--- src/rtl/pipeline_fork_masked_eager.sv ---
// Buffered multicast fork: one ready/valid input is replicated to the lanes named in its mask.
// Every output is a register, so output_ready never reaches input_ready combinationally.
module pipeline_fork_masked_eager #(
    parameter  int WORD_WIDTH   = 8,
    parameter  int OUTPUT_COUNT = 4,
    parameter  int STALL_WIDTH  = 8,
    localparam int TOTAL_WIDTH  = WORD_WIDTH * OUTPUT_COUNT
) (
    input  logic                    clock,
    input  logic                    clear_n,
    input  logic                    input_valid,
    output logic                    input_ready,
    input  logic [WORD_WIDTH-1:0]   input_data,
    input  logic [OUTPUT_COUNT-1:0] input_mask,
    output logic [OUTPUT_COUNT-1:0] output_valid,
    input  logic [OUTPUT_COUNT-1:0] output_ready,
    output logic [TOTAL_WIDTH-1:0]  output_data,
    output logic                    busy,
    output logic [STALL_WIDTH-1:0]  stall_count
);

    typedef enum logic [0:0] {
        IDLE = 1'b0,
        SEND = 1'b1
    } state_t;

    state_t                  state_r;
    logic                    input_ready_r;
    logic [OUTPUT_COUNT-1:0] pending_r;
    logic [WORD_WIDTH-1:0]   buffer_r;
    logic                    busy_r;
    logic [STALL_WIDTH-1:0]  stall_r;

    logic                    accept_s;
    logic                    mask_nonzero_s;
    logic [OUTPUT_COUNT-1:0] done_s;
    logic [OUTPUT_COUNT-1:0] remaining_s;
    logic                    stall_max_s;

    // Handshake decode: lanes completing this cycle and what is still owed.
    always_comb begin
        accept_s       = input_valid & input_ready_r;
        mask_nonzero_s = (input_mask != {OUTPUT_COUNT{1'b0}});
        done_s         = pending_r & output_ready;
        remaining_s    = pending_r & ~done_s;
        stall_max_s    = (stall_r == {STALL_WIDTH{1'b1}});
    end

    // Scheduler state, pending-lane mask, word buffer and stall counter.
    always_ff @(posedge clock or negedge clear_n) begin
        if (!clear_n) begin
            state_r       <= IDLE;
            input_ready_r <= 1'b0;
            pending_r     <= {OUTPUT_COUNT{1'b0}};
            buffer_r      <= {WORD_WIDTH{1'b0}};
            busy_r        <= 1'b0;
            stall_r       <= {STALL_WIDTH{1'b0}};
        end else begin
            case (state_r)
                IDLE: begin
                    // A zero-mask word is consumed here and simply dropped.
                    if (accept_s && mask_nonzero_s) begin
                        buffer_r      <= input_data;
                        pending_r     <= input_mask;
                        stall_r       <= {STALL_WIDTH{1'b0}};
                        input_ready_r <= 1'b0;
                        busy_r        <= 1'b1;
                        state_r       <= SEND;
                    end else begin
                        input_ready_r <= 1'b1;
                        pending_r     <= {OUTPUT_COUNT{1'b0}};
                        busy_r        <= 1'b0;
                        state_r       <= IDLE;
                    end
                end
                SEND: begin
                    pending_r <= remaining_s;
                    if (remaining_s == {OUTPUT_COUNT{1'b0}}) begin
                        input_ready_r <= 1'b1;
                        busy_r        <= 1'b0;
                        state_r       <= IDLE;
                    end else if (!stall_max_s) begin
                        stall_r <= stall_r + {{(STALL_WIDTH-1){1'b0}}, 1'b1};
                    end else begin
                        stall_r <= stall_r;
                    end
                end
                default: begin
                    state_r       <= IDLE;
                    input_ready_r <= 1'b0;
                    pending_r     <= {OUTPUT_COUNT{1'b0}};
                    busy_r        <= 1'b0;
                end
            endcase
        end
    end

    assign input_ready  = input_ready_r;
    assign output_valid = pending_r;
    assign output_data  = {OUTPUT_COUNT{buffer_r}};
    assign busy         = busy_r;
    assign stall_count  = stall_r;

endmodule

--- config.mk ---
export PLATFORM = sky130hd
export DESIGN_NAME = pipeline_fork_masked_eager
export DESIGN_NICKNAME = d
export VERILOG_FILES = /design/src/rtl/pipeline_fork_masked_eager.sv
export SDC_FILE = /design/constraint.sdc
export NUM_CORES = 1
export LEC_CHECK = 0
export BUFFER_PORTS_ARGS = -buffer_cell sky130_fd_sc_hd__buf_2
export CELL_PAD_IN_SITES_DETAIL_PLACEMENT = 0
export CELL_PAD_IN_SITES_GLOBAL_PLACEMENT = 1
export CORE_MARGIN = 4
export CORE_UTILIZATION = 30
export DETAILED_ROUTE_END_ITERATION = 8
export PLACE_DENSITY = 0.72
export SLEW_MARGIN = 20
export SYNTH_ARGS = -nofsm -noshare
export SYNTH_HDL_FRONTEND = slang
export SYNTH_SLANG_ARGS = --single-unit
--- constraint.sdc ---
create_clock -name clock -period 1.6 [get_ports clock]
set_input_delay 0.08 -clock clock [delete_from_list [all_inputs] [get_ports clock]]
set_output_delay 0.08 -clock clock [all_outputs]
set_load 0.03 [all_outputs]
Word level (Yosys, flattened, before mapping) --
Cells that the tools add are included.
Word-level totals: register bits 23, bits in latches 0, RAM bits 0, bits in read-only memories 0, memories 0
Cells by class: add/sub/neg operators 1, multiply operators 0, divide/modulo/power cells 0, magnitude comparators 0, equality and inequality tests 5, shift-type cells 0, muxes and demuxes 14, bitwise gates (word level) 5, reduce and logical (&&, ||, !) cells 5
Operators with widths (number):
- two-way mux 8 bit | 3
- one-hot mux 8 bit (2 select lines) | 1
- adder 8 x 1 -> 8 bit, second input constant | 1
- bitwise AND 4 bit | 2
- == test 8 bit, second input constant | 1
- one-hot mux 4 bit (2 select lines) | 1
- != test 2 bit, second input constant | 3
- one-hot mux 1 bit (2 select lines) | 3
- two-way mux 1 bit | 5
- logical NOT 4 bit | 1
- two-way mux 4 bit | 1
- inverter 4 bit | 1
- nonzero test 4 bit | 1
- AND reduction 3 bit | 1
- != test 2 x 1 -> 1 bit, second input constant | 1
- AND reduction 2 bit | 1
- bitwise AND 1 bit | 1
- logical AND 1 bit | 1
- inverter 1 bit | 1

Logic depth before layout (Yosys ltp) --
Gate-level depths: netlist of the first run.
word-level depth 6, mapped depth 6, gate-level depth less buffers 5

Worst setup path before layout of the first run --
Ideal clock, no wire load.
kind reg-to-reg, from register stall_r[0], in the netlist stall_count[0], to register stall_r[0], in the netlist stall_count[0], setup time 0.082 ns, data arrival time 1.635 ns, data required time 1.518 ns, slack -0.117 ns, cell stages (with the launch flop) 6, buffers on the path 0, clock period less this slack 1.717 ns, cell sequence dfrtp_1 -> ha_1 -> nand4_1 -> or3_1 -> nand3_1 -> mux2i_1
On the way: longest elaborated chain between the ends 4, elaborated cells on any way between the ends 7
Ends and longest elaborated chain:
- start, declared | RTL line 32 | logic [STALL_WIDTH-1:0] stall_r;
- start signal, assigned | RTL line 57 | stall_r <= {STALL_WIDTH{1'b0}};
- start signal, assigned | RTL line 65 | stall_r <= {STALL_WIDTH{1'b0}};
- start signal, assigned | RTL line 83 | stall_r <= stall_r + {{(STALL_WIDTH-1){1'b0}}, 1'b1};
- adder 8 x 1 -> 8 bit | RTL line 83
- two-way mux 8 bit | RTL line 82 | end else if (!stall_max_s) begin
- two-way mux 8 bit | RTL line 78 | if (remaining_s == {OUTPUT_COUNT{1'b0}}) begin
- one-hot mux 8 bit (2 select lines) | RTL line 59 | case (state_r)
Parallel ways exist; a longest one is shown, timed or not. The select of a mux whose other input is x is not followed. A chain may end at the register's enable or synchronous reset.

Worst setup path in the final report of the first run --
from register pending_r[3], in the netlist output_valid[3], to register stall_r[3], in the netlist stall_count[3]
On the way: longest elaborated chain between the ends 6
Ends and longest elaborated chain:
- start, declared | RTL line 29 | logic [OUTPUT_COUNT-1:0] pending_r;
- start signal, assigned | RTL line 54 | pending_r <= {OUTPUT_COUNT{1'b0}};
- start signal, assigned | RTL line 64 | pending_r <= input_mask;
- start signal, assigned | RTL line 71 | pending_r <= {OUTPUT_COUNT{1'b0}};
- bitwise AND 4 bit | RTL line 44 | done_s = pending_r & output_ready;
- inverter 4 bit | RTL line 45 | remaining_s = pending_r & ~done_s;
- bitwise AND 4 bit * | RTL line 45
- logical NOT 4 bit * | RTL line 78
- != test 2 bit (no source line) *
- AND reduction 3 bit (no source line) *
- end signal, assigned | RTL line 57
- end signal, assigned | RTL line 83
- end signal, assigned | RTL line 85 | stall_r <= stall_r;
Mark *: on every way between the ends. The rest lies on a longest branch, timed or not.

==> impl_metrics.tcl, run 1 <==
set metrics [dict create \
    yosys_most_used_dff "sky130_fd_sc_hd__dfrtp_1" \
    report.final.setup_viol 0 \
    place.gp.congestion 0.721 \
    synth-seq-area-share_pct 43.6 \
    die_area_sq_um 5520 \
    critical_path.endpoint_type "flop" \
    power_density_over_the_cells_nw_per_um2 2040 \
    unrepaired_setup_endpoints_after_global_routing "yes" \
    synth_area_sq_um 1320 \
    cts-root-to-sink-buffers 2 \
    first_global_vias 1108 \
    netlist_top_cells_area "sky130_fd_sc_hd__dfrtp_1 44%, sky130_fd_sc_hd__buf_4 14%, sky130_fd_sc_hd__nand2_1 9.4%" \
    grt_pass1_wl_microns 5190 \
    total_leakage_power_nw 0.958 \
    dp_hpwl_microns 2530 \
    htree_levels 1 \
    chipHeight_microns 74.3 \
    cp.required_ns 1.76 \
    numCtsBuffers 3 \
    avgViaCountPerCell 4.66 \
    synth_edf_count 0 \
    irDropWorstVdd_mv 0.789 \
    drt.antenna.violating_nets 0 \
    grt.total_usage_pct 12.1 \
    clock-skew-final_ns 0.00365 \
    final_core_util_pct 42.6 \
    timing.critical_path.from_type "flop" \
    cap_violations 0 \
    grt_overflow_total 0 \
    max_slew.worst_pin.slew_ns 0.736 \
    cp.arrival_ns 1.75 \
    synth_cells 132 \
    slew_headroom_pct 50.8 \
    max_freq_mhz 628 \
    hold_viol_final 0 \
    netlist.area_leader.share_pct 43.6 \
    maximum_number_of_pins_on_one_net_before_global_route_repair 24 \
    antennaDiodeCount 0 \
    detail_route.iter0.violations 36 \
    drt_pre_antenna_iters 4 \
    reg2reg_setup_slack_ns 0.008 \
    finalNetCount 209 \
    numPortBuffers 64 \
    detail_route.wl_per_cell_microns 13.9 \
    design_power_total_mw 3.58 \
    hold_path.class "in -> reg" \
    chipWidth_microns 74.3 \
    post_place_cell_area_sq_um 1580 \
    cts_sinks 23 \
    synthArstFlopShare_pct 100 \
    layout-drive-gt1-share_pct 51.6 \
    top_level_ports 65 \
    floorplan.initialDensity_pct 32.1 \
    fin_crit_sh_pct 99.5 \
    period_minus_slack_ns 1.59 \
    netlist-cell-type-count 31 \
    synthesis.nets 152 \
    syn_area_per_cell_sq_um 10.0 \
    final-max-slew-violation-count 0 \
    flow.area_growth_from_synthesis_pct 32.8 \
    postSynthRegisterBits 23 \
    ys_warn_count 0 \
    postLayoutSetupSlackWorst_ns 0.00777 \
    detail_route.wirelength_microns 3310 \
    synth.largest_area_cell "sky130_fd_sc_hd__dfrtp_1" \
    post_synth_most_frequent_cells "33 x sky130_fd_sc_hd__nand2_1, 25 x sky130_fd_sc_hd__buf_4, 23 x sky130_fd_sc_hd__dfrtp_1" \
    remaining_drc_errors 0 \
    result_of_the_run "completed" \
    layout.cell_area.non_filler_sq_um 1750 \
    clk_pin_slew_worst_paths_ns 0.08 \
    row_count 23 \
    floorplan.core_area_sq_um 4120 \
    root_buffer "sky130_fd_sc_hd__clkbuf_8" \
    tritoncts "done" \
    insertion_delay_ns 0.26 \
    top_fanout_value_on_the_critical_path 7 \
    synth.most_common_cell "sky130_fd_sc_hd__nand2_1" \
    detailedPlace.worstSlack_ns 0.0194 \
    antenna_found_initial 0 \
    crit_type "reg -> reg" \
    vias 1110 \
]
report_power, final:
| group | internal (mW) | switching (mW) |
|---|---|---|
| combinational | 0.703 | 1.53 |
| clock | 0.174 | 0.187 |
| sequential | 0.785 | 0.197 |
logic make-up after synthesis:
family                   count (synthesis)  share of synthesized area (%)
buffers and inverters                   30                           16.4
flip-flops                              23                           43.6
multiplexers                             2                           1.52
AND/OR/NAND/NOR                         58                           22.3
AO/OA/AOI/OAI                           18                           15.3
adder cells (fa/ha/maj)                  1                          0.948
sequential cells by signal, summed over array words and instances (netlist names):
signal / cells
buffer_r: 8
stall_count: 8
output_valid: 4
busy: 1
input_ready: 1
state_r: 1
metal layers:
| metal | global-route usage (%) | vias up | share of wire [%] |
|---|---|---|---|
| met5 | 0 | - | 0 |
| met4 | 5.34 | 0 | 1.7 |
| met3 | 1.62 | 4 | 6.6 |
| met2 | 21.5 | 36 | 52 |
| met1 | 14.7 | 514 | 40 |
| li1 | - | 556 | - |
worst paths after layout:
check	start	endpoint	cells past startpoint
max	output_valid[3]	stall_count[3]	5
min	input_data[0]	buffer_r[0]	3
max reg2reg	output_valid[3]	stall_count[3]	5
min reg2reg	busy	busy	2
max in group asynchronous	clear_n	stall_count[1]	2
min in group asynchronous	clear_n	stall_count[6]	2
cell usage in the layout, fill, tap and decap left out, types with 2 or more instances in the layout:
| cell type | netlist | layout |
|---|---|---|
| sky130_fd_sc_hd__a22o_1 | 4 | 4 |
| sky130_fd_sc_hd__a31o_2 | 2 | 2 |
| sky130_fd_sc_hd__buf_2 | 2 | 64 |
| sky130_fd_sc_hd__buf_4 | 25 | 9 |
| sky130_fd_sc_hd__clkbuf_8 | 0 | 3 |
| sky130_fd_sc_hd__dfrtp_1 | 23 | 19 |
| sky130_fd_sc_hd__dfrtp_2 | 0 | 4 |
| sky130_fd_sc_hd__dlygate4sd3_1 | 0 | 5 |
| sky130_fd_sc_hd__mux2i_1 | 2 | 2 |
| sky130_fd_sc_hd__nand2_1 | 33 | 33 |
| sky130_fd_sc_hd__nand3_1 | 8 | 7 |
| sky130_fd_sc_hd__nand3b_1 | 2 | 2 |
| sky130_fd_sc_hd__nand4_1 | 3 | 3 |
| sky130_fd_sc_hd__nor2_1 | 2 | 2 |
| sky130_fd_sc_hd__nor2b_4 | 2 | 2 |
| sky130_fd_sc_hd__o311ai_4 | 0 | 2 |
| sky130_fd_sc_hd__o41a_1 | 2 | 2 |
| sky130_fd_sc_hd__o41ai_4 | 2 | 2 |
| sky130_fd_sc_hd__or4_1 | 2 | 2 |
critical path, stage by stage, from the launching register on:
cell                       delay (ns)
sky130_fd_sc_hd__dfrtp_1         0.38
sky130_fd_sc_hd__and2b_2         0.23
sky130_fd_sc_hd__o41ai_4         0.40
sky130_fd_sc_hd__buf_12          0.18
sky130_fd_sc_hd__o311ai_4        0.09
sky130_fd_sc_hd__a31o_2          0.22
final cells by class:
cell class | instances | area, sq um
Fill cell | 427 | 2360
Sequential cell | 23 | 581
Multi-Input combinational cell | 79 | 576
Timing Repair Buffer | 81 | 484
Tap cell | 50 | 62.6
Clock buffer | 3 | 41.3
Clock inverter | 1 | 5.00
Inverter | 1 | 3.75
stage by stage:
stage | hold WS [ns] | setup TNS (ns) | cells
after global placement | 0.0882 | 0 | 226
after CTS | 0.00211 | 0 | 235
final | 0.00994 | 0 | 238
after detailed placement | 0.0963 | 0 | 226
after global routing | 0.00478 | -0.155 | 238
after floorplan | -0.216 | 0 | 132
timing repair:
action / in CTS / in global routing
setup endpoints to repair: 1 / 6
setup buffers: 0 / 3
hold buffers: 5 / 0
hold endpoints to repair: 27 / 0
resized for setup: 1 / 13
pin swaps: 0 / 4
No activity file was read; power rests on OpenSTA's default activity.
==> run 2: changes to the inputs <==
--- a/config.mk
+++ b/config.mk
@@ -9,9 +9,11 @@
 export CELL_PAD_IN_SITES_DETAIL_PLACEMENT = 0
 export CELL_PAD_IN_SITES_GLOBAL_PLACEMENT = 1
 export CORE_MARGIN = 4
-export CORE_UTILIZATION = 30
+export CORE_UTILIZATION = 33
 export DETAILED_ROUTE_END_ITERATION = 8
-export PLACE_DENSITY = 0.72
+export PLACE_DENSITY = 0.75
+export RECOVER_POWER = 25
+export SETUP_SLACK_MARGIN = 0.05
 export SLEW_MARGIN = 20
 export SYNTH_ARGS = -nofsm -noshare
 export SYNTH_HDL_FRONTEND = slang
==> constraint.sdc (replaced) <==
create_clock -name clock -period 1.77 [get_ports clock]
set_input_delay 0.0885 -clock clock [delete_from_list [all_inputs] [get_ports clock]]
set_output_delay 0.0885 -clock clock [all_outputs]
set_load 0.03 [all_outputs]
==> impl_metrics.tcl, run 2 (synthesis results as in run 1) <==
set metrics [dict create \
    design_power_total_mw 3.11 \
    grt_overflow_total 0 \
    floorplan.core_area_sq_um 3770 \
    row_count 22 \
    max_freq_mhz 620 \
    tns_ns 0 \
    final_core_util_pct 42.2 \
    drt.antenna.violating_nets 0 \
    finalNetCount 197 \
    vias 1097 \
    critical_path.endpoint_type "flop" \
    detail_route.iter0.violations 72 \
    timing.hold.worst_path_depth 3 \
    fin_crit_sh_pct 91.2 \
    tritoncts "done" \
    grt.total_usage_pct 12.2 \
    worst_hold_path.endpoint "buffer_r[1]" \
    layout-drive-gt1-share_pct 47.7 \
    report.final.setup_viol 0 \
    cts_sinks 23 \
    antenna_found_initial 0 \
    numCtsBuffers 3 \
    timing.reg2reg.worst_path_depth 5 \
    first_global_vias 1063 \
    detail_route.wirelength_microns 3050 \
    rr_startpoint "stall_count[1]" \
    cap_violations 0 \
    power_density_over_the_cells_nw_per_um2 1950 \
    crit_path_start "stall_count[1]" \
    top_level_ports 65 \
    irDropWorstVdd_mv 0.724 \
    dp_hpwl_microns 2340 \
    period_minus_slack_ns 1.61 \
    chipHeight_microns 71.2 \
    drt_pre_antenna_iters 4 \
    hold_path.class "in -> reg" \
    floorplan.initialDensity_pct 35.0 \
    detail_route.wl_per_cell_microns 13.6 \
    antennaDiodeCount 0 \
    layout.cell_area.non_filler_sq_um 1590 \
    hold_viol_final 0 \
    final-max-slew-violation-count 0 \
    crit_path_cell_trace "ha_2 > nand4_1 > or3_4 > nand3_2 > mux2i_2" \
    flow.area_growth_from_synthesis_pct 20.6 \
    chipWidth_microns 71.2 \
    maximum_number_of_pins_on_one_net_before_global_route_repair 24 \
    crit_type "reg -> reg" \
    worst_path_max_delay_cell "sky130_fd_sc_hd__dfrtp_2" \
    cp.arrival_ns 1.79 \
    layout.cells.most_common_list "64 x sky130_fd_sc_hd__buf_2, 33 x sky130_fd_sc_hd__nand2_1, 22 x sky130_fd_sc_hd__dfrtp_1, 7 x sky130_fd_sc_hd__nand3_1" \
    die_area_sq_um 5080 \
    max_slew.worst_pin.slew_ns 0.962 \
    remaining_drc_errors 0 \
    regToRegEndpoint "stall_count[0]" \
    post_place_cell_area_sq_um 1510 \
    total_leakage_power_nw 0.848 \
    insertion_delay_ns 0.26 \
    clock-skew-final_ns 0.00562 \
    result_of_the_run "completed" \
    grt_pass1_wl_microns 4970 \
    timing.critical_path.from_type "flop" \
    slew_headroom_pct 35.6 \
    clk_pin_slew_worst_paths_ns 0.08 \
    cts-root-to-sink-buffers 2 \
    unrepaired_setup_endpoints_after_global_routing "no" \
    avgViaCountPerCell 4.90 \
    worst_path_largest_cell_delay_ns 0.42 \
    reg2reg_setup_slack_ns 0.16 \
    worst_hold_startpoint "input_data[1]" \
    htree_levels 1 \
    root_buffer "sky130_fd_sc_hd__clkbuf_8" \
    numPortBuffers 64 \
    top_fanout_value_on_the_critical_path 6 \
    place.gp.congestion 0.787 \
    final_common_cell "sky130_fd_sc_hd__buf_2" \
    cp.required_ns 1.95 \
]
-- run 2: worst max-delay path, delay by kind of cell (launching register included) --
| kind | cells | cell delay [ns] |
|---|---|---|
| and+or+nand+nor | 3 | 0.64 |
| DFF | 1 | 0.42 |
| muxes | 1 | 0.24 |
| adders and majority gates | 1 | 0.23 |
-- run 2: area by class of cell --
| class | instances | area, sq um |
|---|---|---|
| Multi-Input combinational cell | 79 | 544 |
| Inverter | 1 | 3.75 |
| Timing Repair Buffer | 69 | 360 |
| Fill cell | 387 | 2180 |
| Clock inverter | 1 | 5.00 |
| Sequential cell | 23 | 577 |
| Tap cell | 48 | 60.1 |
| Clock buffer | 3 | 41.3 |
-- run 2: what timing repair did --
action | CTS | global route
resized for setup | 2 | 3
hold buffers | 1 | 0
pin swaps | 0 | 0
setup buffers | 1 | 0
endpoints found under the setup margin | 1 | 2
endpoints found under the hold margin | 23 | 0
-- run 2: per-layer routing --
layer / wire, microns / up-vias / part of all wire [%] / global-route usage (%)
met5: 0 / - / 0 / 0
met4: 73 / 0 / 2.4 / 6.68
met3: 180 / 6 / 5.9 / 1.96
met2: 1520 / 33 / 50 / 20.2
met1: 1270 / 526 / 42 / 15.2
li1: - / 532 / - / -
-- run 2: worst max-delay path by stage --
| stage | end | slack, ns |
|---|---|---|
| after floorplan | stall_count[0] | 0.05 |
| after detailed placement | stall_count[0] | 0.06 |
| after CTS | stall_count[0] | 0.08 |
| final | stall_count[0] | 0.16 |
| after global placement | stall_count[7] | 0.19 |
| after global routing | buffer_r[7] | 0.06 |
-- run 2: where the power goes --
group	switching, mW	internal, mW	leakage, nW
logic	1.33	0.542	0.527
clock network	0.168	0.157	0.0255
registers	0.200	0.706	0.295
-- run 2: metrics by stage --
stage          instances  hold WS (ns)  worst slack [ns]
2_1_floorplan        132        -0.207            0.0534
3_3_place_gp         218        0.0912             0.187
3_5_place_dp         218        0.0999            0.0636
4_1_cts              224        0.0138            0.0831
5_1_grt              224       0.00642            0.0634
6_report             224        0.0150             0.156
==> run 3: changes to the inputs <==
--- a/config.mk
+++ b/config.mk
@@ -11,6 +11,7 @@
 export CORE_MARGIN = 4
 export CORE_UTILIZATION = 33
 export DETAILED_ROUTE_END_ITERATION = 8
+export HOLD_SLACK_MARGIN = 0.15
 export PLACE_DENSITY = 0.75
 export RECOVER_POWER = 25
 export SETUP_SLACK_MARGIN = 0.05
==> impl_metrics.tcl, run 3 (synthesis results as in run 1) <==
set metrics [dict create \
    max_slew.worst_pin.slew_ns 0.504 \
    report.final.setup_viol 0 \
    use_met1_pct 15.9 \
    timing.reg2reg.worst_path_depth 5 \
    antennaDiodeCount 0 \
    top_fanout_value_on_the_critical_path 13 \
    floorplan.core_area_sq_um 3770 \
    layout.cells.most_common_list "64 x sky130_fd_sc_hd__buf_2, 33 x sky130_fd_sc_hd__nand2_1, 22 x sky130_fd_sc_hd__dfrtp_1, 16 x sky130_fd_sc_hd__dlygate4sd3_1, 10 x sky130_fd_sc_hd__buf_4" \
    detail_route.wirelength_microns 3260 \
    timing_endpoint_of_the_critical_path "stall_count[3]" \
    drt.antenna.violating_nets 0 \
    timing.critical_path.from_type "flop" \
    detail_route.wl_per_cell_microns 13.3 \
    rr_startpoint "state_r" \
    clock-skew-final_ns 0.00510 \
    total_leakage_power_nw 0.937 \
    layout-drive-gt1-share_pct 46.2 \
    die_area_sq_um 5080 \
    numPortBuffers 64 \
    fillCellCount 373 \
    insertion_delay_ns 0.26 \
    max_freq_mhz 616 \
    crit_path_most_repeated_cell "sky130_fd_sc_hd__buf_4" \
    top_level_ports 65 \
    tns_ns 0 \
    detail_route.iter0.violations 64 \
    path_buf_inv 2 \
    grt_pass1_wl_microns 5240 \
    place.gp.congestion 0.787 \
    grt_overflow_total 0 \
    vias 1179 \
    post_place_cell_area_sq_um 1510 \
    unrepaired_setup_endpoints_after_global_routing "no" \
    number_of_instances_in_the_placed_design 218 \
    chipWidth_microns 71.2 \
    regToRegEndpoint "stall_count[3]" \
    flow.area_growth_from_synthesis_pct 35.4 \
    result_of_the_run "completed" \
    crit_type "reg -> reg" \
    crit_path_cell_trace "and3b_2 > o41ai_4 > buf_4 > buf_4 > a31o_2" \
    root_buffer "sky130_fd_sc_hd__clkbuf_8" \
    floorplan.initialDensity_pct 35.0 \
    crit_path_start "state_r" \
    cp.required_ns 1.93 \
    tritoncts "done" \
    final_core_util_pct 47.4 \
    irDropWorstVdd_mv 0.727 \
    reg2reg_setup_slack_ns 0.15 \
    finalNetCount 218 \
    worst_path_largest_cell_delay_ns 0.50 \
    final_common_cell "sky130_fd_sc_hd__buf_2" \
    fin_crit_sh_pct 91.7 \
    cp_num_cells 5 \
    cts_sinks 23 \
    final-max-slew-violation-count 0 \
    hold_path.class "in -> reg" \
    filler_free_cell_count_of_the_finished_design 245 \
    power_density_over_the_cells_nw_per_um2 1790 \
    met3_usage_pct 1.96 \
    cts-root-to-sink-buffers 2 \
    grt.total_usage_pct 12.8 \
    worst_path_max_delay_cell "sky130_fd_sc_hd__dfrtp_1" \
    drt_pre_antenna_iters 4 \
    hold_viol_final 0 \
    numCtsBuffers 3 \
    first_global_vias 1118 \
    chipHeight_microns 71.2 \
    clk_pin_slew_worst_paths_ns 0.09 \
    critPathTopFamily "flip-flops" \
    layout.cell_area.non_filler_sq_um 1790 \
    period_minus_slack_ns 1.62 \
    dp_hpwl_microns 2340 \
    row_count 22 \
    met2_usage_pct 21.4 \
    avgViaCountPerCell 4.81 \
    cp.arrival_ns 1.79 \
    critical_path.endpoint_type "flop" \
    htree_levels 1 \
    design_power_total_mw 3.21 \
    antenna_found_initial 0 \
    slew_headroom_pct 66.4 \
    cap_violations 0 \
    remaining_drc_errors 0 \
    grt-busiest-layer "met2" \
    maximum_number_of_pins_on_one_net_before_global_route_repair 24 \
]
run 3: changes by cell type in the layout (fill, tap and decap cells not counted):
cell and change:
sky130_fd_sc_hd__dlygate4sd3_1 +15, sky130_fd_sc_hd__and3b_2 +1, sky130_fd_sc_hd__buf_4 +6, sky130_fd_sc_hd__and3b_1 -1
run 3: worst min path at each step:
| stage | from | endpoint | slack [ns] | cells past startpoint |
|---|---|---|---|---|
| floorplan | clear_n | buffer_r[0] | -0.21 | 0 |
| global placement | clear_n | stall_count[1] | 0.09 | 1 |
| detailed placement | clear_n | stall_count[2] | 0.1 | 1 |
| CTS | output_ready[0] | output_valid[0] | 0.19 | 3 |
| global route | output_ready[0] | output_valid[0] | 0.19 | 3 |
| finish | output_ready[0] | output_valid[0] | 0.19 | 3 |
run 3: worst reg2reg max path: stages, from the launching register on:
cell,delay (ns)
sky130_fd_sc_hd__dfrtp_1,0.50
sky130_fd_sc_hd__and3b_2,0.36
sky130_fd_sc_hd__o41ai_4,0.10
sky130_fd_sc_hd__buf_4,0.19
sky130_fd_sc_hd__buf_4,0.15
sky130_fd_sc_hd__a31o_2,0.22
run 3: repair_timing:
action                                  in CTS  in global routing
endpoints found under the hold margin       35                  1
pin swaps                                    0                  1
setup buffers                                1                  6
gates resized for setup                      2                  4
hold buffers                                13                  3
endpoints found under the setup margin       1                  3
run 3: cell type report:
cell class	count	area (sq um)	share of cell area [%]
repair buffers	90	556	31.1
clock inverters	1	5.00	0.280
multi-input cells	79	546	30.5
clock buffers	3	41.3	2.31
flip-flops and latches	23	577	32.3
inverters	1	3.75	0.210
well taps	48	60.1	3.36
run 3: report_power, final:
| part | switching [mW] | internal (mW) | total (mW) |
|---|---|---|---|
| sequential | 0.200 | 0.706 | 0.907 |
| combinational | 1.35 | 0.620 | 1.97 |
| clock | 0.170 | 0.157 | 0.327 |
run 3: per-layer routing:
metal | vias to the layer above | part of all wire [%]
met2 | 35 | 51
met1 | 565 | 41
met5 | - | 0
met4 | 0 | 2.2
li1 | 573 | -
met3 | 6 | 5.9
run 3: per-stage QoR:
| stage | worst slack, ns | hold slack, ns |
|---|---|---|
| 2_1_floorplan | 0.0534 | -0.207 |
| 3_3_place_gp | 0.187 | 0.0912 |
| 3_5_place_dp | 0.0636 | 0.0999 |
| 4_1_cts | 0.0619 | 0.192 |
| 5_1_grt | 0.0665 | 0.193 |
| 6_report | 0.146 | 0.191 |
